--- src/rtl/fifo_sched_rr_if.sv ---
// fifo_sched_rr_if: FIFO-side bundle of the switch scheduler.
// The master side is the scheduler (pops input FIFOs, pushes output FIFOs);
// the slave side is the FIFO array (or a bench modelling it).
interface fifo_sched_rr_if #(
  parameter int DATA_W = 10
);
  logic [3:0]        in_empty;
  logic [DATA_W-1:0] in_data0;
  logic [DATA_W-1:0] in_data1;
  logic [DATA_W-1:0] in_data2;
  logic [DATA_W-1:0] in_data3;
  logic [3:0]        out_almost_full;
  logic [3:0]        pop_in;
  logic [3:0]        push_out;
  logic [DATA_W-1:0] data_out;

  modport master (
    input  in_empty, in_data0, in_data1, in_data2, in_data3, out_almost_full,
    output pop_in, push_out, data_out
  );

  modport slave (
    output in_empty, in_data0, in_data1, in_data2, in_data3, out_almost_full,
    input  pop_in, push_out, data_out
  );
endinterface

--- src/rtl/fifo_sched_rr.sv ---
// fifo_sched_rr: moves one head word per cycle from four input FIFOs to the
// output FIFO selected by the word's class bits, skipping almost-full
// destinations. Also owns the threshold configuration and per-destination
// word counters.
// Build option: define FSCHED_RR_EN for round-robin arbitration; without it
// the arbiter is fixed priority (input 0 highest) and has no rotating pointer.
module fifo_sched_rr #(
  parameter int DATA_W = 10,
  parameter int THR_W  = 3,
  parameter int CNT_W  = 5
) (
  input  logic              clk,
  input  logic              reset,
  input  logic              init,
  input  logic [THR_W-1:0]  limit_low,
  input  logic [THR_W-1:0]  limit_high,
  fifo_sched_rr_if.master   bus,
  output logic [THR_W-1:0]  cfg_low,
  output logic [THR_W-1:0]  cfg_high,
  input  logic              req,
  input  logic [1:0]        idx,
  output logic [CNT_W-1:0]  count_data,
  output logic              count_valid,
  output logic [1:0]        state,
  output logic              idle
);

  typedef enum logic [1:0] {
    ST_RESET  = 2'd0,
    ST_INIT   = 2'd1,
    ST_IDLE   = 2'd2,
    ST_ACTIVE = 2'd3
  } state_t;

  state_t            state_r;
  logic              idle_r;
  logic [THR_W-1:0]  cfg_low_r;
  logic [THR_W-1:0]  cfg_high_r;
  logic [3:0]        push_r;
  logic [DATA_W-1:0] data_r;
  logic [CNT_W-1:0]  count_data_r;
  logic              count_valid_r;
  logic [CNT_W-1:0]  cnt_r [4];
`ifdef FSCHED_RR_EN
  logic [1:0]        rr_ptr_r;
`endif

  logic [DATA_W-1:0] head_s [4];
  logic [1:0]        dest_s [4];
  logic [3:0]        elig_s;
  logic [1:0]        base_s;
  logic [1:0]        cand_s;
  logic              win_valid_s;
  logic [1:0]        win_s;
  logic [1:0]        win_dest_s;
  logic              pop_go_s;
  logic [3:0]        pop_s;

  // Gather head words and decide which inputs may move this cycle.
  always_comb begin
    head_s[0] = bus.in_data0;
    head_s[1] = bus.in_data1;
    head_s[2] = bus.in_data2;
    head_s[3] = bus.in_data3;
    for (int i = 0; i < 4; i++) begin
      dest_s[i] = head_s[i][DATA_W-1:DATA_W-2];
      elig_s[i] = !bus.in_empty[i] && !bus.out_almost_full[dest_s[i]];
    end
  end

  // Pick the first eligible input scanning upward from the start point.
  always_comb begin
`ifdef FSCHED_RR_EN
    base_s = rr_ptr_r;
`else
    base_s = 2'd0;
`endif
    win_valid_s = 1'b0;
    win_s       = 2'd0;
    cand_s      = 2'd0;
    for (int k = 0; k < 4; k++) begin
      cand_s = base_s + 2'(k);
      if (!win_valid_s && elig_s[cand_s]) begin
        win_valid_s = 1'b1;
        win_s       = cand_s;
      end else begin
        win_valid_s = win_valid_s;
      end
    end
    win_dest_s = dest_s[win_s];
    // init steals the cycle: nothing moves while leaving ACTIVE for INIT.
    pop_go_s = (state_r == ST_ACTIVE) && !init && win_valid_s;
    if (pop_go_s) begin
      pop_s = 4'b0001 << win_s;
    end else begin
      pop_s = 4'b0000;
    end
  end

  assign bus.pop_in   = pop_s;
  assign bus.push_out = push_r;
  assign bus.data_out = data_r;
  assign cfg_low      = cfg_low_r;
  assign cfg_high     = cfg_high_r;
  assign count_data   = count_data_r;
  assign count_valid  = count_valid_r;
  assign state        = state_r;
  assign idle         = idle_r;

  // Control FSM, datapath register, configuration and counters.
  always_ff @(posedge clk) begin
    if (reset) begin
      state_r       <= ST_RESET;
      idle_r        <= 1'b0;
      cfg_low_r     <= THR_W'(1);
      cfg_high_r    <= THR_W'(6);
      push_r        <= 4'b0000;
      data_r        <= {DATA_W{1'b0}};
      count_data_r  <= {CNT_W{1'b0}};
      count_valid_r <= 1'b0;
      for (int i = 0; i < 4; i++) cnt_r[i] <= {CNT_W{1'b0}};
`ifdef FSCHED_RR_EN
      rr_ptr_r      <= 2'd0;
`endif
    end else begin
      // The popped word lands in its output FIFO one cycle later.
      push_r <= pop_go_s ? (4'b0001 << win_dest_s) : 4'b0000;
      if (pop_go_s) begin
        data_r <= head_s[win_s];
      end else begin
        data_r <= data_r;
      end

      // Counter reads sample the value before any same-cycle increment.
      if (req && ((state_r == ST_IDLE) || (state_r == ST_ACTIVE))) begin
        count_valid_r <= 1'b1;
        count_data_r  <= cnt_r[idx];
      end else begin
        count_valid_r <= 1'b0;
        count_data_r  <= {CNT_W{1'b0}};
      end

      case (state_r)
        ST_RESET: begin
          state_r <= ST_INIT;
          idle_r  <= 1'b0;
        end
        ST_INIT: begin
          if (limit_low < limit_high) begin
            cfg_low_r  <= limit_low;
            cfg_high_r <= limit_high;
          end else begin
            cfg_low_r  <= cfg_low_r;
            cfg_high_r <= cfg_high_r;
          end
          for (int i = 0; i < 4; i++) cnt_r[i] <= {CNT_W{1'b0}};
          if (!init) begin
            state_r <= ST_IDLE;
            idle_r  <= 1'b1;
          end else begin
            state_r <= ST_INIT;
            idle_r  <= 1'b0;
          end
        end
        ST_IDLE: begin
          if (init) begin
            state_r <= ST_INIT;
            idle_r  <= 1'b0;
          end else if (bus.in_empty != 4'b1111) begin
            state_r <= ST_ACTIVE;
            idle_r  <= 1'b0;
          end else begin
            state_r <= ST_IDLE;
            idle_r  <= 1'b1;
          end
        end
        ST_ACTIVE: begin
          if (pop_go_s) begin
            cnt_r[win_dest_s] <= cnt_r[win_dest_s] + CNT_W'(1);
`ifdef FSCHED_RR_EN
            rr_ptr_r <= win_s + 2'd1;
`endif
          end else begin
            cnt_r[win_dest_s] <= cnt_r[win_dest_s];
          end
          if (init) begin
            state_r <= ST_INIT;
            idle_r  <= 1'b0;
          end else if (bus.in_empty == 4'b1111) begin
            state_r <= ST_IDLE;
            idle_r  <= 1'b1;
          end else begin
            state_r <= ST_ACTIVE;
            idle_r  <= 1'b0;
          end
        end
        default: begin
          state_r <= ST_RESET;
          idle_r  <= 1'b0;
        end
      endcase
    end
  end

endmodule

--- src/flat_wrapper.sv ---
// flat-port wrapper written by rule: the top's interface ports become plain ports
module fifo_sched_rr_flat 
#(
  parameter int DATA_W = 10,
  parameter int THR_W  = 3,
  parameter int CNT_W  = 5
)
  (clk, reset, init, limit_low, limit_high, cfg_low, cfg_high, req, idx, count_data, count_valid, state, idle, bus_in_empty, bus_in_data0, bus_in_data1, bus_in_data2, bus_in_data3, bus_out_almost_full, bus_pop_in, bus_push_out, bus_data_out);
  fifo_sched_rr_if #(.DATA_W(DATA_W)) bus_i ();
  input  logic clk;
  input  logic reset;
  input  logic init;
  input  logic [THR_W-1:0] limit_low;
  input  logic [THR_W-1:0] limit_high;
  output logic [THR_W-1:0] cfg_low;
  output logic [THR_W-1:0] cfg_high;
  input  logic req;
  input  logic [1:0] idx;
  output logic [CNT_W-1:0] count_data;
  output logic count_valid;
  output logic [1:0] state;
  output logic idle;
  input wire logic [$bits(bus_i.in_empty)-1:0] bus_in_empty;
  input wire logic [$bits(bus_i.in_data0)-1:0] bus_in_data0;
  input wire logic [$bits(bus_i.in_data1)-1:0] bus_in_data1;
  input wire logic [$bits(bus_i.in_data2)-1:0] bus_in_data2;
  input wire logic [$bits(bus_i.in_data3)-1:0] bus_in_data3;
  input wire logic [$bits(bus_i.out_almost_full)-1:0] bus_out_almost_full;
  output wire logic [$bits(bus_i.pop_in)-1:0] bus_pop_in;
  output wire logic [$bits(bus_i.push_out)-1:0] bus_push_out;
  output wire logic [$bits(bus_i.data_out)-1:0] bus_data_out;
  assign bus_i.in_empty = bus_in_empty;
  assign bus_i.in_data0 = bus_in_data0;
  assign bus_i.in_data1 = bus_in_data1;
  assign bus_i.in_data2 = bus_in_data2;
  assign bus_i.in_data3 = bus_in_data3;
  assign bus_i.out_almost_full = bus_out_almost_full;
  assign bus_pop_in = bus_i.pop_in;
  assign bus_push_out = bus_i.push_out;
  assign bus_data_out = bus_i.data_out;
  fifo_sched_rr #(.DATA_W(DATA_W), .THR_W(THR_W), .CNT_W(CNT_W)) u_core (.clk(clk), .reset(reset), .init(init), .limit_low(limit_low), .limit_high(limit_high), .bus(bus_i), .cfg_low(cfg_low), .cfg_high(cfg_high), .req(req), .idx(idx), .count_data(count_data), .count_valid(count_valid), .state(state), .idle(idle));
endmodule
--- config.mk ---
export PLATFORM = sky130hd
export DESIGN_NAME = fifo_sched_rr_flat
export DESIGN_NICKNAME = d
export VERILOG_FILES = /design/src/rtl/fifo_sched_rr_if.sv /design/src/rtl/fifo_sched_rr.sv /design/src/flat_wrapper.sv
export SDC_FILE = /design/constraint.sdc
export NUM_CORES = 1
export LEC_CHECK = 0
export ABC_AREA = 1
export CAP_MARGIN = 20
export CORE_ASPECT_RATIO = 1.25
export CORE_UTILIZATION = 35
export DETAILED_ROUTE_END_ITERATION = 12
export MAX_ROUTING_LAYER = met4
export PLACE_DENSITY = 0.75
export SLEW_MARGIN = 20
export SYNTH_ARGS = -nofsm -noshare
export SYNTH_HDL_FRONTEND = slang
export SYNTH_SLANG_ARGS = --single-unit
--- constraint.sdc ---
create_clock -name clk -period 7.2 [get_ports clk]
set_clock_uncertainty 0.1 [all_clocks]
set_input_delay 1.44 -clock clk [delete_from_list [all_inputs] [get_ports clk]]
set_output_delay 1.44 -clock clk [all_outputs]
set_load 0.005 [all_outputs]
==> results_dict.tcl, run 1 <==
set metrics [dict create \
    status "complete, no violations" \
    antenna_found_initial 0 \
    die_x_um 82.5 \
    root_buffer "clkbuf_8" \
    synth_compound_area_frac 0.145 \
    die_h_um 103 \
    drcViolationCount 0 \
    max_slew.worst_pin.slew_ns 0.495 \
    cts_resized 0 \
    dp_hpwl_mm 6.36 \
    firstDrtPassIters 4 \
    first_iter_violations 228 \
    wire_per_inst_um 14.1 \
    rows 36 \
    avgSynthCellArea_um2 7.71 \
    post-route-min-period_ns 4.96 \
    grt_pass1_wl_mm 12.2 \
    hold_slack_ns 0.383 \
    relSlewSlack 0.669 \
    final_area_um2 3940 \
    port_buffers 92 \
    grt_pass1_vias 2718 \
    synthDistinctLibCells 36 \
    fin_total_pwr_mw 0.703 \
    cts_setup_buffers 0 \
    stdcell_count 557 \
    path_max_fanout 8 \
    top_level_ports 93 \
    synthAdderAreaFrac 0.00882 \
    max_freq_mhz 202 \
    drive_above_1_share 0.117 \
    clk_latency_ns 0.31 \
    cts_buffers 5 \
    period_share 0.689 \
    routed_via_density 4.97 \
    overflow 0 \
    die_area_um2 8470 \
    crit_path_end_kind "output port" \
    syn_area_um2 2840 \
    critical_path_required_ns 5.66 \
    initial_core_util 0.362 \
    place_inst 549 \
    layout_common_cells "clkdlybuf4s50_1 (92), nor2_1 (70), nand2_1 (64), inv_1 (35), o21ai_0 (33)" \
    slew_viol_final 0 \
    area_delta_synth_final_pct 38.8 \
    setup_slack_ns 2.24 \
    cts.sinks 49 \
    final_util 0.503 \
    yosysSeqAreaShare 0.416 \
    synth.mux.area_fraction 0 \
    cts_hold_buf 0 \
    placed_cell_area_um2 3830 \
    timing.setup.tns_ns 0 \
    synth_xor_area_frac 0.00882 \
    synth_top_family_by_area "simple AND/OR/NAND/NOR gates" \
    drt-total-wl_mm 7.83 \
    yosys.area_share.simple 0.345 \
    synth-seq-cells 49 \
    syn-num-nets 430 \
    track_usage 0.197 \
    htreeDepth 2 \
    setup_violations 0 \
    hold_path_depth 2 \
    core-area_um2 7840 \
    num-nets-final 523 \
    cp.arrival_ns 3.42 \
    finalHoldViolations 0 \
    worstRegToRegCells 7 \
    ant_nets 0 \
    power_density_nw_per_um2 179 \
    ys_warn_count 0 \
    crit_path_start_kind "input port" \
    pre_cts_ws_ns 2.26 \
    place.gp.congestion 0.888 \
    cts_tree "done" \
    route.vias.total 2770 \
    antennaDiodeCount 0 \
    crit_type "input port to output port" \
    hold_path.class "flip-flop to flip-flop" \
    cap_violations 0 \
    clock_path_buffers 2 \
    peakVddDrop_uv 81.5 \
    leakagePower_nw 1.66 \
    clk_pin_slew_worst_paths_ns 0.08 \
    rsz0062_at_grt "no" \
    grt_max_degree 19 \
    netlist_instances 368 \
    layout_commonest_cell "clkdlybuf4s50_1" \
]
==> Yosys cell counts <==
library cell,instances,area [um^2]
nand2_4,6,67.6
a221oi_1,3,26.3
nand2_2,15,93.8
clkinv_1,1,3.75
dfxtp_1,29,581
edfxtp_1,20,601
buf_12,1,20.0
a22oi_1,5,37.5
nand3b_1,1,7.51
inv_1,35,131
nand3_2,7,70.1
xnor2_2,1,16.3
nor2_8,2,40.0
nand3_4,1,17.5
nand4_4,1,21.3
a21oi_1,18,90.1
clkinv_2,1,5.00
ha_1,2,25.0
nand3_1,19,95.1
o21ai_1,1,5.00
nand2_8,1,20.0
buf_6,1,11.3
inv_2,8,30.0
o21ai_0,33,165
a31oi_4,1,21.3
nor2_4,1,11.3
nand4_1,1,6.26
nor3_1,4,20.0
nor2_1,70,263
nor2_2,1,6.26
clkbuf_1,4,15.0
a31oi_1,5,31.3
o211ai_1,3,22.5
nand2_1,64,240
o21bai_2,1,11.3
xnor2_1,1,8.76
==> sequential cells by signal, indices dropped and copies added, names as in the netlist <==
register / flops
u_core.cfg_high: 3
u_core.bus.data_out: 10
u_core.cnt_r: 20
u_core.count_valid: 1
u_core.cfg_low: 3
u_core.idle: 1
u_core.count_data: 5
u_core.bus.push_out: 4
u_core.state: 2
==> report_power, final <==
| part | internal [mW] | total (mW) | switching [mW] |
|---|---|---|---|
| combinational | 0.0824 | 0.199 | 0.117 |
| sequential | 0.301 | 0.308 | 0.00677 |
| clock | 0.103 | 0.196 | 0.0929 |
==> cell type report <==
class                      count  area [um^2]
fill                         759         3900
multi-input combinational    268         1440
sequential                    49         1180
timing repair buffer          92          921
inverter                      45          170
tap                           95          119
clock buffer                   6         72.6
clock inverter                 2         35.0
==> per-layer routing <==
layer,track usage,vias up,part of all wire
met5,-,-,0
met4,0.0968,0,0.038
met3,0.0327,29,0.058
met2,0.363,88,0.52
met1,0.198,1257,0.39
li1,-,1396,-
==> critical path, stage by stage <==
cell and delay (ns):
clkdlybuf4s50_1 0.54, inv_1 0.08, nand2_1 0.06, nand3_1 0.08, nand2_2 0.08, nand2_4 0.08
nand2_1 0.07, inv_1 0.06, nand3_1 0.06, nand2_1 0.17, nor2_1 0.16, clkdlybuf4s50_1 0.54
==> kinds of logic after synthesis <==
family,count (synthesis)
AO/OA/AOI/OAI,70
flip-flops,49
XOR/XNOR,2
adder cells (fa/ha/maj),2
AND/OR/NAND/NOR,194
buffers and inverters,51
==> worst paths after layout <==
kind,startpoint,to,slack (ns)
setup / recovery,bus_in_data0[8],bus_pop_in[1],2.24
hold / removal,u_core.cfg_low[0]$_SDFFE_PP1P_,u_core.cfg_low[0]$_SDFFE_PP1P_,0.38
setup reg to reg,u_core.state[1]$_SDFF_PP0_,u_core.cnt_r[3][1]$_SDFFCE_PN0P_,5.14
hold reg to reg,u_core.cfg_low[0]$_SDFFE_PP1P_,u_core.cfg_low[0]$_SDFFE_PP1P_,0.38
Note: power is estimated with default switching activity, not from simulation.
==> run 2: changes to the inputs <==
clock period = 5 ns   (was 7.2 ns; I/O delays follow)
==> run 2 against run 1 <==
Compared with the run above:
- worst setup slack lost 1.3 ns
- global-route usage down 0.44 points
- via count grew 1.8%
- largest cell class unchanged
==> results_dict.tcl, run 2 (synthesis results as in run 1) <==
set metrics [dict create \
    status "complete, no violations" \
    p_sw_mw 0.309 \
    place.gp.congestion 0.888 \
    dr.max_layer_used "met4" \
    drt-total-wl_mm 7.92 \
    crit_path_end_kind "output port" \
    top_register "u_core.cnt_r" \
    ant_nets 0 \
    hold_path.class "flip-flop to flip-flop" \
    crit_path_start_kind "input port" \
    final_util 0.499 \
    layout_commonest_cell "clkdlybuf4s50_1" \
    post-route-min-period_ns 4.07 \
    power_density_nw_per_um2 245 \
    grt_max_degree 19 \
    antenna_found_initial 0 \
    finalHoldViolations 0 \
    p_int_mw 0.649 \
    cts_resized 0 \
    htreeDepth 2 \
    relSlewSlack 0.667 \
    dr_wl_met2_mm 4.12 \
    crit_type "input port to output port" \
    overflow 0 \
    cts_buffers 5 \
    setup_violations 0 \
    clock_path_buffers 2 \
    clk_pin_slew_worst_paths_ns 0.08 \
    clk_latency_ns 0.30 \
    cts_setup_buffers 0 \
    root_buffer "clkbuf_8" \
    peakVddDrop_uv 133 \
    drive_above_1_share 0.117 \
    grt_pass1_vias 2638 \
    rsz0062_at_grt "no" \
    cap_violations 0 \
    drcViolationCount 0 \
    pre_cts_ws_ns 0.935 \
    routed_via_density 5.06 \
    critical_path_required_ns 3.90 \
    pwr-share-clk 0.237 \
    largest_reg_flops 20 \
    core-area_um2 7840 \
    rows 36 \
    met3WireLength_um 453 \
    p_comb_frac 0.300 \
    leakagePower_nw 1.65 \
    initial_core_util 0.362 \
    antennaDiodeCount 0 \
    cp.arrival_ns 2.97 \
    firstDrtPassIters 5 \
    first_iter_violations 174 \
    die_area_um2 8470 \
    pwr-share-seq 0.463 \
    cts.sinks 49 \
    top_level_ports 93 \
    grt_pass1_wl_mm 12.0 \
    period_share 0.815 \
    path_max_fanout 8 \
    max_slew.worst_pin.slew_ns 0.499 \
    wire_per_inst_um 14.2 \
    wl_met1_mm 3.08 \
    timing.setup.tns_ns 0 \
    port_buffers 92 \
    slew_viol_final 0 \
    track_usage 0.193 \
    num-nets-final 523 \
    die_x_um 82.5 \
    setup_slack_ns 0.926 \
    dp_hpwl_mm 6.37 \
    cts_tree "done" \
    area_delta_synth_final_pct 37.9 \
    cts_hold_buf 0 \
    route.vias.total 2819 \
    max_freq_mhz 245 \
    p_sw_frac 0.322 \
    die_h_um 103 \
    layout_common_cells "clkdlybuf4s50_1 (92), nor2_1 (70), nand2_1 (64), inv_1 (35), o21ai_0 (33)" \
]
[run 2: cell types whose count changed in the layout (fill, tap and decap cells not counted), sizes merged]
cell,delta
bufinv,-1
clkinvlp,+1
[run 2: cell type report]
| cell class | count | area (um^2) |
|---|---|---|
| sequential | 49 | 1180 |
| tap | 95 | 119 |
| clock inverter | 2 | 10.0 |
| fill | 773 | 3920 |
| timing repair buffer | 92 | 921 |
| clock buffer | 6 | 72.6 |
| multi-input combinational | 268 | 1440 |
| inverter | 45 | 170 |
[run 2: worst paths after layout]
path / slack (ns) / end / start / cells after the start
max: 0.93 / bus_pop_in[1] / bus_in_data0[8] / 12
min: 0.38 / u_core.cfg_low[0]$_SDFFE_PP1P_ / u_core.cfg_low[0]$_SDFFE_PP1P_ / 2
max reg2reg: 2.96 / u_core.cnt_r[3][4]$_SDFFCE_PN0P_ / u_core.state[1]$_SDFF_PP0_ / 9
min reg2reg: 0.38 / u_core.cfg_low[0]$_SDFFE_PP1P_ / u_core.cfg_low[0]$_SDFFE_PP1P_ / 2
[run 2: power groups by stage]
stage	logic, mW	registers, mW	clock network (mW)
2_1_floorplan	0.181	0.451	0
3_3_place_gp	0.281	0.452	0
3_5_place_dp	0.285	0.453	0
4_1_cts	0.287	0.444	0.232
5_1_grt	0.313	0.446	0.247
6_report	0.287	0.444	0.227
[run 2: metal layers]
| layer | track usage | up-vias |
|---|---|---|
| met5 | - | - |
| met4 | 0.0836 | 0 |
| met3 | 0.0248 | 24 |
| met2 | 0.358 | 106 |
| met1 | 0.200 | 1291 |
| li1 | - | 1398 |
[run 2: metrics by stage]
| step | hold slack [ns] | instance area [um^2] | cells | total power, mW |
|---|---|---|---|---|
| floorplan | 0.370 | 2840 | 368 | 0.632 |
| global placement | 0.364 | 3830 | 549 | 0.733 |
| detailed placement | 0.367 | 3830 | 549 | 0.738 |
| CTS | 0.390 | 3910 | 557 | 0.962 |
| global route | 0.421 | 3910 | 557 | 1.01 |
| finish | 0.384 | 3910 | 557 | 0.958 |
[run 2: critical path, stage by stage]
cell             delay, ns
clkdlybuf4s50_1       0.54
inv_1                 0.08
nand2_1               0.06
nand3_1               0.08
nand2_2               0.08
nand2_4               0.08
nand2_1               0.07
inv_1                 0.05
nand3_1               0.06
nand2_1               0.17
nor2_1                0.15
clkdlybuf4s50_1       0.54
==> run 3: changes to the inputs <==
PLACE_DENSITY = 0.77   (was 0.75)
clock period = 3.4 ns   (was 5 ns; I/O delays follow)
==> run 3 against run 2 <==
Compared with the run above:
- worst setup slack worse by 0.81 ns
- worst hold slack better by 0.016 ns
- core utilization up 0.93 points
- sequential power up 48%
- register-to-register slack worse by 1.6 ns
- total power up 51%
==> results_dict.tcl, run 3 (synthesis results as in run 1) <==
set metrics [dict create \
    status "complete, no violations" \
    slew_viol_final 0 \
    layout_commonest_cell "clkdlybuf4s50_1" \
    setup_violations 0 \
    antennaDiodeCount 0 \
    rows 36 \
    top_level_ports 93 \
    area_delta_synth_final_pct 40.5 \
    setup_slack_ns 0.114 \
    top_register "u_core.cnt_r" \
    pre_cts_ws_ns -0.0373 \
    placed_cell_area_um2 3890 \
    root_buffer "clkbuf_8" \
    relSlewSlack 0.684 \
    port_buffers 92 \
    route.vias.total 2845 \
    antenna_found_initial 0 \
    initial_core_util 0.362 \
    first_iter_violations 209 \
    leakagePower_nw 1.71 \
    rsz0062_at_grt "no" \
    cts_hold_buf 0 \
    clk_latency_ns 0.31 \
    grt_pass1_wl_mm 12.7 \
    die_x_um 82.5 \
    cts_tree "done" \
    max_freq_mhz 304 \
    power_density_nw_per_um2 363 \
    cp.arrival_ns 2.51 \
    cts_setup_buffers 0 \
    cts_resized 0 \
    place.gp.congestion 0.968 \
    overflow 0 \
    largest_reg_flops 20 \
    path_max_fanout 4 \
    track_usage 0.208 \
    post-route-min-period_ns 3.29 \
    drt-total-wl_mm 8.23 \
    fin_total_pwr_mw 1.45 \
    clock_path_buffers 2 \
    htreeDepth 2 \
    crit_type "input port to output port" \
    routed_via_density 5.04 \
    finalHoldViolations 0 \
    crit_path_start_kind "input port" \
    layout_common_cells "clkdlybuf4s50_1 (90), nor2_1 (70), nand2_1 (64), inv_1 (35), o21ai_0 (33)" \
    die_area_um2 8470 \
    grt_pass1_vias 2742 \
    wire_per_inst_um 14.6 \
    die_h_um 103 \
    ant_nets 0 \
    nFillCells 739 \
    period_share 0.967 \
    final_area_um2 3990 \
    drcViolationCount 0 \
    core-area_um2 7840 \
    crit_path_end_kind "output port" \
    dp_hpwl_mm 6.67 \
    firstDrtPassIters 6 \
    critical_path_required_ns 2.62 \
    cts_buffers 5 \
    hold_path.class "flip-flop to flip-flop" \
    clk_pin_slew_worst_paths_ns 0.09 \
    grt_max_degree 19 \
    num-nets-final 531 \
    drive_above_1_share 0.134 \
    cap_violations 0 \
    max_slew.worst_pin.slew_ns 0.473 \
    cts.sinks 49 \
    peakVddDrop_uv 180 \
]
run 3: cell types whose count changed in the layout (fill, tap and decap cells not counted):
cell	change
clkinv_2	-1
clkdlybuf4s50_1	-2
clkbuf_1	-1
buf_4	+8
clkinvlp_4	+1
dlymetal6s2s_1	+2
inv_6	+1
run 3: layer usage:
metal  vias up  wire length (um)  global-route usage
met5         -                 0                   -
met4         0               379               0.119
li1       1414                 -                   -
met3        32               423              0.0381
met1      1292              3200               0.213
met2       107              4230               0.369
run 3: layout make-up:
class / instances / area (um^2) / share of cell area
multi-input combinational: 268 / 1440 / 0.361
sequential: 49 / 1180 / 0.296
timing repair buffer: 100 / 986 / 0.247
inverter: 45 / 170 / 0.0427
tap: 95 / 119 / 0.0298
clock buffer: 5 / 68.8 / 0.0173
clock inverter: 3 / 21.3 / 0.00534
run 3: final timing paths:
path                                       start                                to  slack, ns  cells past startpoint
setup / recovery                 bus_in_data2[8]                     bus_pop_in[0]       0.11                      9
hold / removal    u_core.cfg_low[0]$_SDFFE_PP1P_    u_core.cfg_low[0]$_SDFFE_PP1P_       0.40                      2
setup reg to reg      u_core.state[1]$_SDFF_PP0_  u_core.cnt_r[1][4]$_SDFFCE_PN0P_       1.38                     10
hold reg to reg   u_core.cfg_low[0]$_SDFFE_PP1P_    u_core.cfg_low[0]$_SDFFE_PP1P_       0.40                      2
run 3: critical path, cell delays in order:
cell	delay, ns
clkdlybuf4s50_1	0.57
nand2_1	0.10
nand3_1	0.10
nand2_2	0.09
nand2_4	0.10
a31oi_4	0.10
buf_4	0.15
nor2_1	0.10
clkdlybuf4s50_1	0.51
run 3: per-stage QoR:
step	setup TNS (ns)	util	instances	hold WS, ns
CTS	0	0.508	565	0.398
finish	0	0.509	565	0.400
global placement	0	0.496	557	0.357
detailed placement	-0.0823	0.496	557	0.374
global route	0	0.509	565	0.427
floorplan	0	-	368	0.370
run 3: report_power, final:
| group | switching [mW] | internal, mW |
|---|---|---|
| Clock | 0.209 | 0.146 |
| Combinational | 0.248 | 0.189 |
| Sequential | 0.0171 | 0.638 |
| Total | 0.474 | 0.972 |
